===== src/rtl/serial_frame_rx_if.sv =====
// rtl/serial_frame_rx_if.sv - serial frame receiver signal bundle
//
// Groups the serial line and the receiver outputs.
//   sdi        : serial line into the receiver (idles high)
//   data_out   : last good frame payload
//   valid      : one-cycle pulse on an accepted frame
//   frame_err  : one-cycle pulse on a low stop bit
//   parity_err : one-cycle pulse with valid on a parity mismatch
//   busy       : receiver is not idle
// Modports: master drives sdi and observes the outputs; slave is the receiver.
interface serial_frame_rx_if #(
    parameter int DATA_BITS = 8
);
    logic                 sdi;
    logic [DATA_BITS-1:0] data_out;
    logic                 valid;
    logic                 frame_err;
    logic                 parity_err;
    logic                 busy;

    modport master (
        output sdi,
        input  data_out,
        input  valid,
        input  frame_err,
        input  parity_err,
        input  busy
    );

    modport slave (
        input  sdi,
        output data_out,
        output valid,
        output frame_err,
        output parity_err,
        output busy
    );
endinterface


===== src/rtl/serial_frame_rx.sv =====
// rtl/serial_frame_rx.sv - oversampling serial frame receiver
//
// Receives start bit, DATA_BITS data bits (LSB first), optional even parity
// bit and one stop bit from a line sampled CLKS_PER_BIT times per bit.
// Optional feature macro: SERIAL_FRAME_RX_PARITY_EN (adds the parity bit).
// Ports:
//   clk : clock, rising edge
//   clr : synchronous active-high reset
//   bus : serial_frame_rx_if.slave (sdi in; data_out, valid, frame_err,
//         parity_err, busy out)
module serial_frame_rx #(
    parameter int CLKS_PER_BIT = 16,
    parameter int DATA_BITS    = 8
) (
    input  logic                clk,
    input  logic                clr,
    serial_frame_rx_if.slave    bus
);
    localparam int TW = $clog2(CLKS_PER_BIT);
    localparam int IW = (DATA_BITS > 1) ? $clog2(DATA_BITS) : 1;

    localparam logic [TW-1:0] HALF_T   = TW'(CLKS_PER_BIT / 2 - 1);
    localparam logic [TW-1:0] FULL_T   = TW'(CLKS_PER_BIT - 1);
    localparam logic [IW-1:0] LAST_IDX = IW'(DATA_BITS - 1);

    typedef enum logic [2:0] {
        S_IDLE      = 3'd0,
        S_START     = 3'd1,
        S_DATA      = 3'd2,
`ifdef SERIAL_FRAME_RX_PARITY_EN
        S_PARITY    = 3'd3,
`endif
        S_STOP      = 3'd4,
        S_WAIT_IDLE = 3'd5
    } state_t;

    // Two-flop synchronizer; both flops reset to the idle (high) level.
    logic sync1_q;
    logic sdi_s;

    always_ff @(posedge clk) begin
        if (clr) begin
            sync1_q <= 1'b1;
            sdi_s   <= 1'b1;
        end else begin
            sync1_q <= bus.sdi;
            sdi_s   <= sync1_q;
        end
    end

    state_t               state_q,  state_d;
    logic [TW-1:0]        timer_q,  timer_d;
    logic [IW-1:0]        idx_q,    idx_d;
    logic [DATA_BITS-1:0] shift_q,  shift_d;
    logic [DATA_BITS-1:0] data_q,   data_d;
    logic                 valid_q,  valid_d;
    logic                 ferr_q,   ferr_d;
`ifdef SERIAL_FRAME_RX_PARITY_EN
    logic                 pbad_q,   pbad_d;   // parity mismatch seen in this frame
    logic                 perr_q,   perr_d;
`endif

    always_ff @(posedge clk) begin
        if (clr) begin
            state_q <= S_IDLE;
            timer_q <= '0;
            idx_q   <= '0;
            shift_q <= '0;
            data_q  <= '0;
            valid_q <= 1'b0;
            ferr_q  <= 1'b0;
`ifdef SERIAL_FRAME_RX_PARITY_EN
            pbad_q  <= 1'b0;
            perr_q  <= 1'b0;
`endif
        end else begin
            state_q <= state_d;
            timer_q <= timer_d;
            idx_q   <= idx_d;
            shift_q <= shift_d;
            data_q  <= data_d;
            valid_q <= valid_d;
            ferr_q  <= ferr_d;
`ifdef SERIAL_FRAME_RX_PARITY_EN
            pbad_q  <= pbad_d;
            perr_q  <= perr_d;
`endif
        end
    end

    always_comb begin
        state_d = state_q;
        timer_d = timer_q + TW'(1);
        idx_d   = idx_q;
        shift_d = shift_q;
        data_d  = data_q;
        valid_d = 1'b0;
        ferr_d  = 1'b0;
`ifdef SERIAL_FRAME_RX_PARITY_EN
        pbad_d  = pbad_q;
        perr_d  = 1'b0;
`endif

        case (state_q)
            S_IDLE: begin
                timer_d = '0;
                idx_d   = '0;
`ifdef SERIAL_FRAME_RX_PARITY_EN
                pbad_d  = 1'b0;
`endif
                if (!sdi_s) begin
                    state_d = S_START;
                end
            end

            S_START: begin
                // Re-check the start bit at its midpoint to reject glitches.
                if (timer_q == HALF_T) begin
                    timer_d = '0;
                    idx_d   = '0;
                    state_d = sdi_s ? S_IDLE : S_DATA;
                end
            end

            S_DATA: begin
                if (timer_q == FULL_T) begin
                    timer_d = '0;
                    shift_d = shift_q >> 1;
                    shift_d[DATA_BITS-1] = sdi_s;
                    if (idx_q == LAST_IDX) begin
                        idx_d = '0;
`ifdef SERIAL_FRAME_RX_PARITY_EN
                        state_d = S_PARITY;
`else
                        state_d = S_STOP;
`endif
                    end else begin
                        idx_d = idx_q + IW'(1);
                    end
                end
            end

`ifdef SERIAL_FRAME_RX_PARITY_EN
            S_PARITY: begin
                // Even parity: data ones plus parity bit must be even.
                if (timer_q == FULL_T) begin
                    timer_d = '0;
                    pbad_d  = sdi_s ^ (^shift_q);
                    state_d = S_STOP;
                end
            end
`endif

            S_STOP: begin
                // Sampled mid-bit, so the next start edge is never missed.
                if (timer_q == FULL_T) begin
                    timer_d = '0;
                    if (sdi_s) begin
                        data_d  = shift_q;
                        valid_d = 1'b1;
`ifdef SERIAL_FRAME_RX_PARITY_EN
                        perr_d  = pbad_q;
`endif
                        state_d = S_IDLE;
                    end else begin
                        ferr_d  = 1'b1;
                        state_d = S_WAIT_IDLE;
                    end
                end
            end

            S_WAIT_IDLE: begin
                // A held-low line after a bad stop bit is a break, not a start.
                timer_d = '0;
                if (sdi_s) begin
                    state_d = S_IDLE;
                end
            end

            default: begin
                timer_d = '0;
                idx_d   = '0;
                state_d = S_IDLE;
            end
        endcase
    end

    assign bus.data_out  = data_q;
    assign bus.valid     = valid_q;
    assign bus.frame_err = ferr_q;
    assign bus.busy      = (state_q != S_IDLE);
`ifdef SERIAL_FRAME_RX_PARITY_EN
    assign bus.parity_err = perr_q;
`else
    assign bus.parity_err = 1'b0;
`endif

endmodule


===== src/flat_wrapper.sv =====
// flat-port wrapper written by rule: the top's interface ports become plain ports
module serial_frame_rx_flat 
#(
    parameter int CLKS_PER_BIT = 16,
    parameter int DATA_BITS    = 8
)
  (clk, clr, bus_sdi, bus_data_out, bus_valid, bus_frame_err, bus_parity_err, bus_busy);
  serial_frame_rx_if #(.DATA_BITS(DATA_BITS)) bus_i ();
  input  logic clk;
  input  logic clr;
  input wire logic [$bits(bus_i.sdi)-1:0] bus_sdi;
  output wire logic [$bits(bus_i.data_out)-1:0] bus_data_out;
  output wire logic [$bits(bus_i.valid)-1:0] bus_valid;
  output wire logic [$bits(bus_i.frame_err)-1:0] bus_frame_err;
  output wire logic [$bits(bus_i.parity_err)-1:0] bus_parity_err;
  output wire logic [$bits(bus_i.busy)-1:0] bus_busy;
  assign bus_i.sdi = bus_sdi;
  assign bus_data_out = bus_i.data_out;
  assign bus_valid = bus_i.valid;
  assign bus_frame_err = bus_i.frame_err;
  assign bus_parity_err = bus_i.parity_err;
  assign bus_busy = bus_i.busy;
  serial_frame_rx #(.CLKS_PER_BIT(CLKS_PER_BIT), .DATA_BITS(DATA_BITS)) u_core (.clk(clk), .clr(clr), .bus(bus_i));
endmodule

===== config.mk =====
export PLATFORM = sky130hd
export DESIGN_NAME = serial_frame_rx_flat
export DESIGN_NICKNAME = d
export VERILOG_FILES = /design/src/rtl/serial_frame_rx_if.sv /design/src/rtl/serial_frame_rx.sv /design/src/flat_wrapper.sv
export SDC_FILE = /design/constraint.sdc
export NUM_CORES = 1
export LEC_CHECK = 0
export ABC_AREA = 1
export CAP_MARGIN = 20
export CORE_MARGIN = 2
export CORE_UTILIZATION = 40
export CTS_CLUSTER_SIZE = 24
export DETAILED_ROUTE_END_ITERATION = 6
export GPL_ROUTABILITY_DRIVEN = 0
export GPL_TIMING_DRIVEN = 0
export PLACE_DENSITY = 0.66
export RECOVER_POWER = 50
export SYNTH_ARGS = -nofsm -noshare
export SYNTH_HDL_FRONTEND = slang
export SYNTH_SLANG_ARGS = --single-unit

===== constraint.sdc =====
create_clock -name clk -period 1.8 [get_ports clk]
set_clock_uncertainty 0.2 [all_clocks]
set_input_delay 0.36 -clock clk [delete_from_list [all_inputs] [get_ports clk]]
set_output_delay 0.36 -clock clk [all_outputs]
set_load 0.01 [all_outputs]

==> impl_metrics.tcl, run 1 <==
set metrics [dict create \
    numCtsBuffers 5 \
    yosysMostFrequentCell "nor2_1" \
    layout_min_cycle_time_ns 1.76 \
    p_leak_uw 0.000799 \
    chipWidth_um 61.3 \
    grt_util_met3 0.0567 \
    netlist_top_cells_count "nor2_1 (45), dfxtp_1 (30), nand2_1 (21), o21ai_0 (17), inv_1 (16)" \
    grt_pass1_wl_mm 4.62 \
    n_fill_cell 310 \
    ir_drop_uv 568 \
    synth_edf_count 0 \
    yosysUniqueCellTypes 22 \
    multiInputGateArea_um2 608 \
    grt_max_degree 11 \
    seq_area_frac_synth 0.458 \
    die_area_um2 3750 \
    synth_fp_nets 184 \
    cts_buffer_depth 2 \
    p_sw_frac 0.384 \
    start_util 0.426 \
    cts-root-buf "clkbuf_4" \
    synth-main-ff-cell "dfxtp_1" \
    p_int_uw 1350 \
    hpwl_mm 1.84 \
    synth-seq-cells 30 \
    io_buffers 12 \
    routed_via_density 4.78 \
    pwr-share-seq 0.361 \
    via_count 1201 \
    syn-cell-area_um2 1310 \
    grt_overflow_total 0 \
    met2_usage 0.296 \
    crit_path_end_kind "output pin" \
    critPathTopFamily "buffers and inverters" \
    grt_util_met1 0.182 \
    grt_usage 0.167 \
    netlist.top_cell.by_area "dfxtp_1" \
    cp_cell_sequence "clkdlybuf4s50_1" \
    first_pass_iters 4 \
    slew_violations 0 \
    num_antenna_cells 0 \
    clk_latency_ns 0.34 \
    cp_max_fo 2 \
    period_share 0.976 \
    syn-instance-count 178 \
    hold_violations 0 \
    max_stage_delay_ns 0.54 \
    syn_to_final_growth_pct 25.0 \
    drc 0 \
    worst-setup-path-type "flip-flop to output pin" \
    grt_pass1_vias 1139 \
    antenna_found_initial 0 \
    setup_violations 0 \
    p_clk_frac 0.231 \
    postRouteAntennaNets 0 \
    avgRoutedWirePerCell_um 10.7 \
    worstHoldPathType "input pin to flip-flop" \
    synth_top_cell_area_share 0.458 \
    setup-tns-final_ns 0 \
    cp.arrival_ns 1.20 \
    cp_slowest_cell "clkdlybuf4s50_1" \
    cts_sinks 30 \
    synth_async_sr_flop_share 0 \
    row_count 20 \
    yosysWarnings 0 \
    drive_above_1_share 0.188 \
    status "completed" \
    drv_cap 0 \
    timing.fmax_mhz 569 \
    yosys-top-cells-area "dfxtp_1 (46%), nor2_1 (13%), o21ai_0 (6.5%)" \
    worst-path-buf-inv 1 \
    die_y_um 61.3 \
    grt.busiest_layer "met2" \
    io_pins 15 \
    syn_area_per_cell_um2 7.37 \
    core-area_um2 3080 \
    post-route-util 0.533 \
    worst_ep_required_time_ns 1.24 \
    cts_tree "built" \
    first_iter_violations 32 \
    p_switching_uw 841 \
    drt-total-wl_mm 2.68 \
    rsz0062_at_grt "false" \
    clk_pin_slew_ns 0.11 \
    layout.nets 212 \
    seqCellArea_um2 609 \
    startpoint_type "flip-flop" \
    h-tree-depth 2 \
    p_comb_frac 0.409 \
    cellPowerDensity_nw_per_um2 1330 \
]
-- cell usage in the layout, fill, tap and decap left out, types with 2 or more instances in the layout --
master,instances
nand3_1,12
dfxtp_4,2
nor2_1,46
nor3_1,3
a21oi_1,4
buf_4,9
nand2_2,3
o21ai_0,17
clkbuf_8,3
clkdlybuf4s25_1,6
nor2_4,3
nand2_1,23
clkbuf_4,5
clkbuf_1,3
ha_1,2
dfxtp_1,27
inv_2,5
clkdlybuf4s50_1,4
inv_1,16
or2_2,2
-- power groups by stage --
stage / Sequential, µW / Combinational, µW / Clock (µW)
2_1_floorplan: 813 / 662 / 0
3_3_place_gp: 828 / 790 / 0
3_5_place_dp: 833 / 814 / 0
4_1_cts: 794 / 917 / 514
5_1_grt: 799 / 1020 / 542
6_report: 789 / 894 / 505
-- path summary, 6_finish.rpt --
kind                                        from                                   to  slack, ns  cells after the start
max reg2reg         u_core.timer_q[1]$_SDFF_PP0_  u_core.bus.data_out[3]$_SDFFE_PP0P_       0.13                      8
min                                          clr         u_core.idx_q[1]$_SDFFE_PP0P_       0.19                      2
max          u_core.bus.data_out[3]$_SDFFE_PP0P_                      bus_data_out[3]       0.04                      1
min reg2reg            u_core.sync1_q$_SDFF_PP1_              u_core.sdi_s$_SDFF_PP1_       0.20                      1
-- through the flow --
step	instance area (µm²)	hold WS, ns	cells	power, µW	worst slack [ns]
after floorplan	1310	0.189	178	1480	0.231
after global placement	1490	0.202	234	1620	-0.0140
after detailed placement	1490	0.198	234	1650	-0.0865
after CTS	1620	0.191	248	2220	0.00811
after global routing	1640	0.224	251	2360	0.000141
final	1640	0.191	251	2190	0.0426
-- state kept, by name, indices dropped and copies added, names as in the netlist --
signal / cells
u_core.sdi_s: 1
u_core.timer_q: 4
u_core.state_q: 3
u_core.bus.frame_err: 1
u_core.shift_q: 8
u_core.idx_q: 3
u_core.sync1_q: 1
u_core.bus.valid: 1
u_core.bus.data_out: 8
-- cells by family after synthesis --
logic type / Yosys count / synth area share
AND/OR/NAND/NOR: 96 / 0.344
XOR/XNOR: 1 / 0.00668
flip-flops: 30 / 0.458
AO/OA/AOI/OAI: 22 / 0.0859
adder cells (fa/ha/maj): 3 / 0.0286
buffers and inverters: 25 / 0.0744
other: 1 / 0.00286
-- layer usage --
layer	vias up	share of wire
met2	22	0.50
met3	7	0.043
met5	-	0
li1	615	-
met4	0	0.017
met1	557	0.44
-- final cells by class --
class	instances	share of cell area
flip-flops and latches	30	0.372
multi-input cells	123	0.371
repair buffers	21	0.116
clock buffers	8	0.0481
inverters	21	0.0481
well taps	44	0.0336
plain buffers	4	0.0115
-- what timing repair did --
action / CTS / global route
resized for setup: 7 / 10
buffers inserted: 6 / 3
hold buffers: 0 / 0
pin swaps: 2 / 2
setup endpoints to repair: 9 / 24
(Power assumes the default switching activity.)
==> run 2: changes to the inputs <==
CELL_PAD_IN_SITES_DETAIL_PLACEMENT = 1   (was unset)
CELL_PAD_IN_SITES_GLOBAL_PLACEMENT = 1   (was unset)
CORE_UTILIZATION = 39   (was 40)
GPL_TIMING_DRIVEN = unset   (was 0)
PLACE_DENSITY = 0.82   (was 0.66)
==> run 2 against run 1 <==
Net effect: clock power is 27% lower; final area is 0.76% lower; global-route usage is 2.5 points higher; worst setup slack better by 0.0023 ns; critical path depth stayed put; non-clock buffer count is 1 lower; core utilization is 3.7 points lower; count of clock-buffer cells in the layout is 1 lower; first-iteration DRC count is 16% lower; wire length is 24% higher; power is 4.1% lower; register-to-register slack worse by 0.07 ns.
==> impl_metrics.tcl, run 2 (synthesized netlist as in run 1, its figures left out) <==
set metrics [dict create \
    avgRoutedWirePerCell_um 13.3 \
    top_layer "met4" \
    cellPowerDensity_nw_per_um2 1290 \
    p_comb_frac 0.445 \
    cp_slowest_cell "clkdlybuf4s50_1" \
    startpoint_type "flip-flop" \
    die_y_um 62.0 \
    routed_via_density 4.76 \
    start_util 0.399 \
    final_common_cell "nor2_1" \
    pwr-share-seq 0.379 \
    cp.arrival_ns 1.20 \
    drv_cap 0 \
    clk_pin_slew_ns 0.09 \
    layout.nets 211 \
    layout_min_cycle_time_ns 1.76 \
    period_share 0.975 \
    via_count 1195 \
    rr_worst_depth 8 \
    timing.fmax_mhz 570 \
    numCtsBuffers 5 \
    grt_max_degree 22 \
    antenna_found_initial 0 \
    chipWidth_um 62.0 \
    io_buffers 13 \
    status "completed" \
    drt-met1-wl_mm 1.32 \
    worst_ep_required_time_ns 1.24 \
    p_clk_frac 0.176 \
    grt_pass1_wl_mm 5.23 \
    p_sw_frac 0.415 \
    cp_cell_sequence "clkdlybuf4s50_1" \
    cts_tree "built" \
    core-area_um2 3280 \
    worst-path-buf-inv 1 \
    p_switching_uw 871 \
    finalWorstSetupSlack_ns 0.0449 \
    p_leak_uw 0.000789 \
    grt_pass1_vias 1177 \
    worst-setup-path-type "flip-flop to output pin" \
    syn_to_final_growth_pct 24.0 \
    hold_depth 1 \
    h-tree-depth 2 \
    worstSetupPathDepth 1 \
    cts_sinks 30 \
    grt_overflow_total 0 \
    p_total_uw 2100 \
    postRouteAntennaNets 0 \
    ir_drop_uv 460 \
    cts-root-buf "clkbuf_4" \
    cts_hold_buf 0 \
    drive_above_1_share 0.200 \
    wl_met2_mm 1.84 \
    first_pass_iters 3 \
    clk_latency_ns 0.33 \
    first_iter_violations 27 \
    wl_met3_um 107 \
    drt-total-wl_mm 3.33 \
    num_antenna_cells 0 \
    worstHoldPathType "flip-flop to flip-flop" \
    slew_violations 0 \
    die_area_um2 3840 \
    n_fill_cell 423 \
    row_count 21 \
    grt_usage 0.192 \
    critPathTopFamily "buffers and inverters" \
    p_int_uw 1230 \
    io_pins 15 \
    hpwl_mm 2.37 \
    preCtsSetupSlack_ns 0.0195 \
    rsz0062_at_grt "true" \
    cts_buffer_depth 2 \
    setup_violations 0 \
    crit_path_end_kind "output pin" \
    drc 0 \
    final_cell_mix "nor2_1 (43), dfxtp_1 (28), nand2_1 (22), o21ai_0 (17), inv_1 (15)" \
    hold_violations 0 \
    cp_max_fo 2 \
    max_stage_delay_ns 0.53 \
]
## run 2: per-stage QoR
stage	util	TNS (ns)	cell area [µm²]	instances	hold WS [ns]
floorplan	-	0	1310	178	0.189
detailed placement	0.470	0	1550	240	0.204
global placement	0.470	0	1550	240	0.201
CTS	0.486	0	1600	248	0.228
finish	0.495	0	1630	251	0.225
global route	0.495	-0.0844	1630	251	0.253
## run 2: power groups by stage
stage	Sequential, µW	Clock [µW]	Combinational (µW)
CTS	795	386	933
floorplan	813	0	662
global route	806	404	1080
detailed placement	804	0	912
finish	796	369	933
global placement	800	0	868
## run 2: layer usage
metal,track usage,up-vias
li1,-,610
met1,0.206,566
met2,0.348,12
met3,0.0559,7
met4,0.0821,0
met5,0,-
## run 2: area by class of cell
class / count / area [µm²] / share of cell area
well taps: 46 / 57.6 / 0.0354
repair buffers: 24 / 218 / 0.134
clock buffers: 7 / 45.0 / 0.0277
flip-flops and latches: 30 / 606 / 0.372
multi-input cells: 123 / 622 / 0.382
inverters: 21 / 78.8 / 0.0485
## run 2: worst paths after layout
kind	start	end	slack [ns]
setup / recovery	u_core.bus.data_out[1]$_SDFFE_PP0P_	bus_data_out[1]	0.04
hold / removal	u_core.sync1_q$_SDFF_PP1_	u_core.sdi_s$_SDFF_PP1_	0.23
setup reg to reg	u_core.timer_q[0]$_SDFF_PP0_	u_core.bus.data_out[3]$_SDFFE_PP0P_	0.06
hold reg to reg	u_core.sync1_q$_SDFF_PP1_	u_core.sdi_s$_SDFF_PP1_	0.23
## run 2: timing repair
item	4_1_cts	5_1_grt
setup buffers	1	3
pin swaps	1	1
gates resized for setup	5	11
setup endpoints to repair	3	27
cloned	0	0
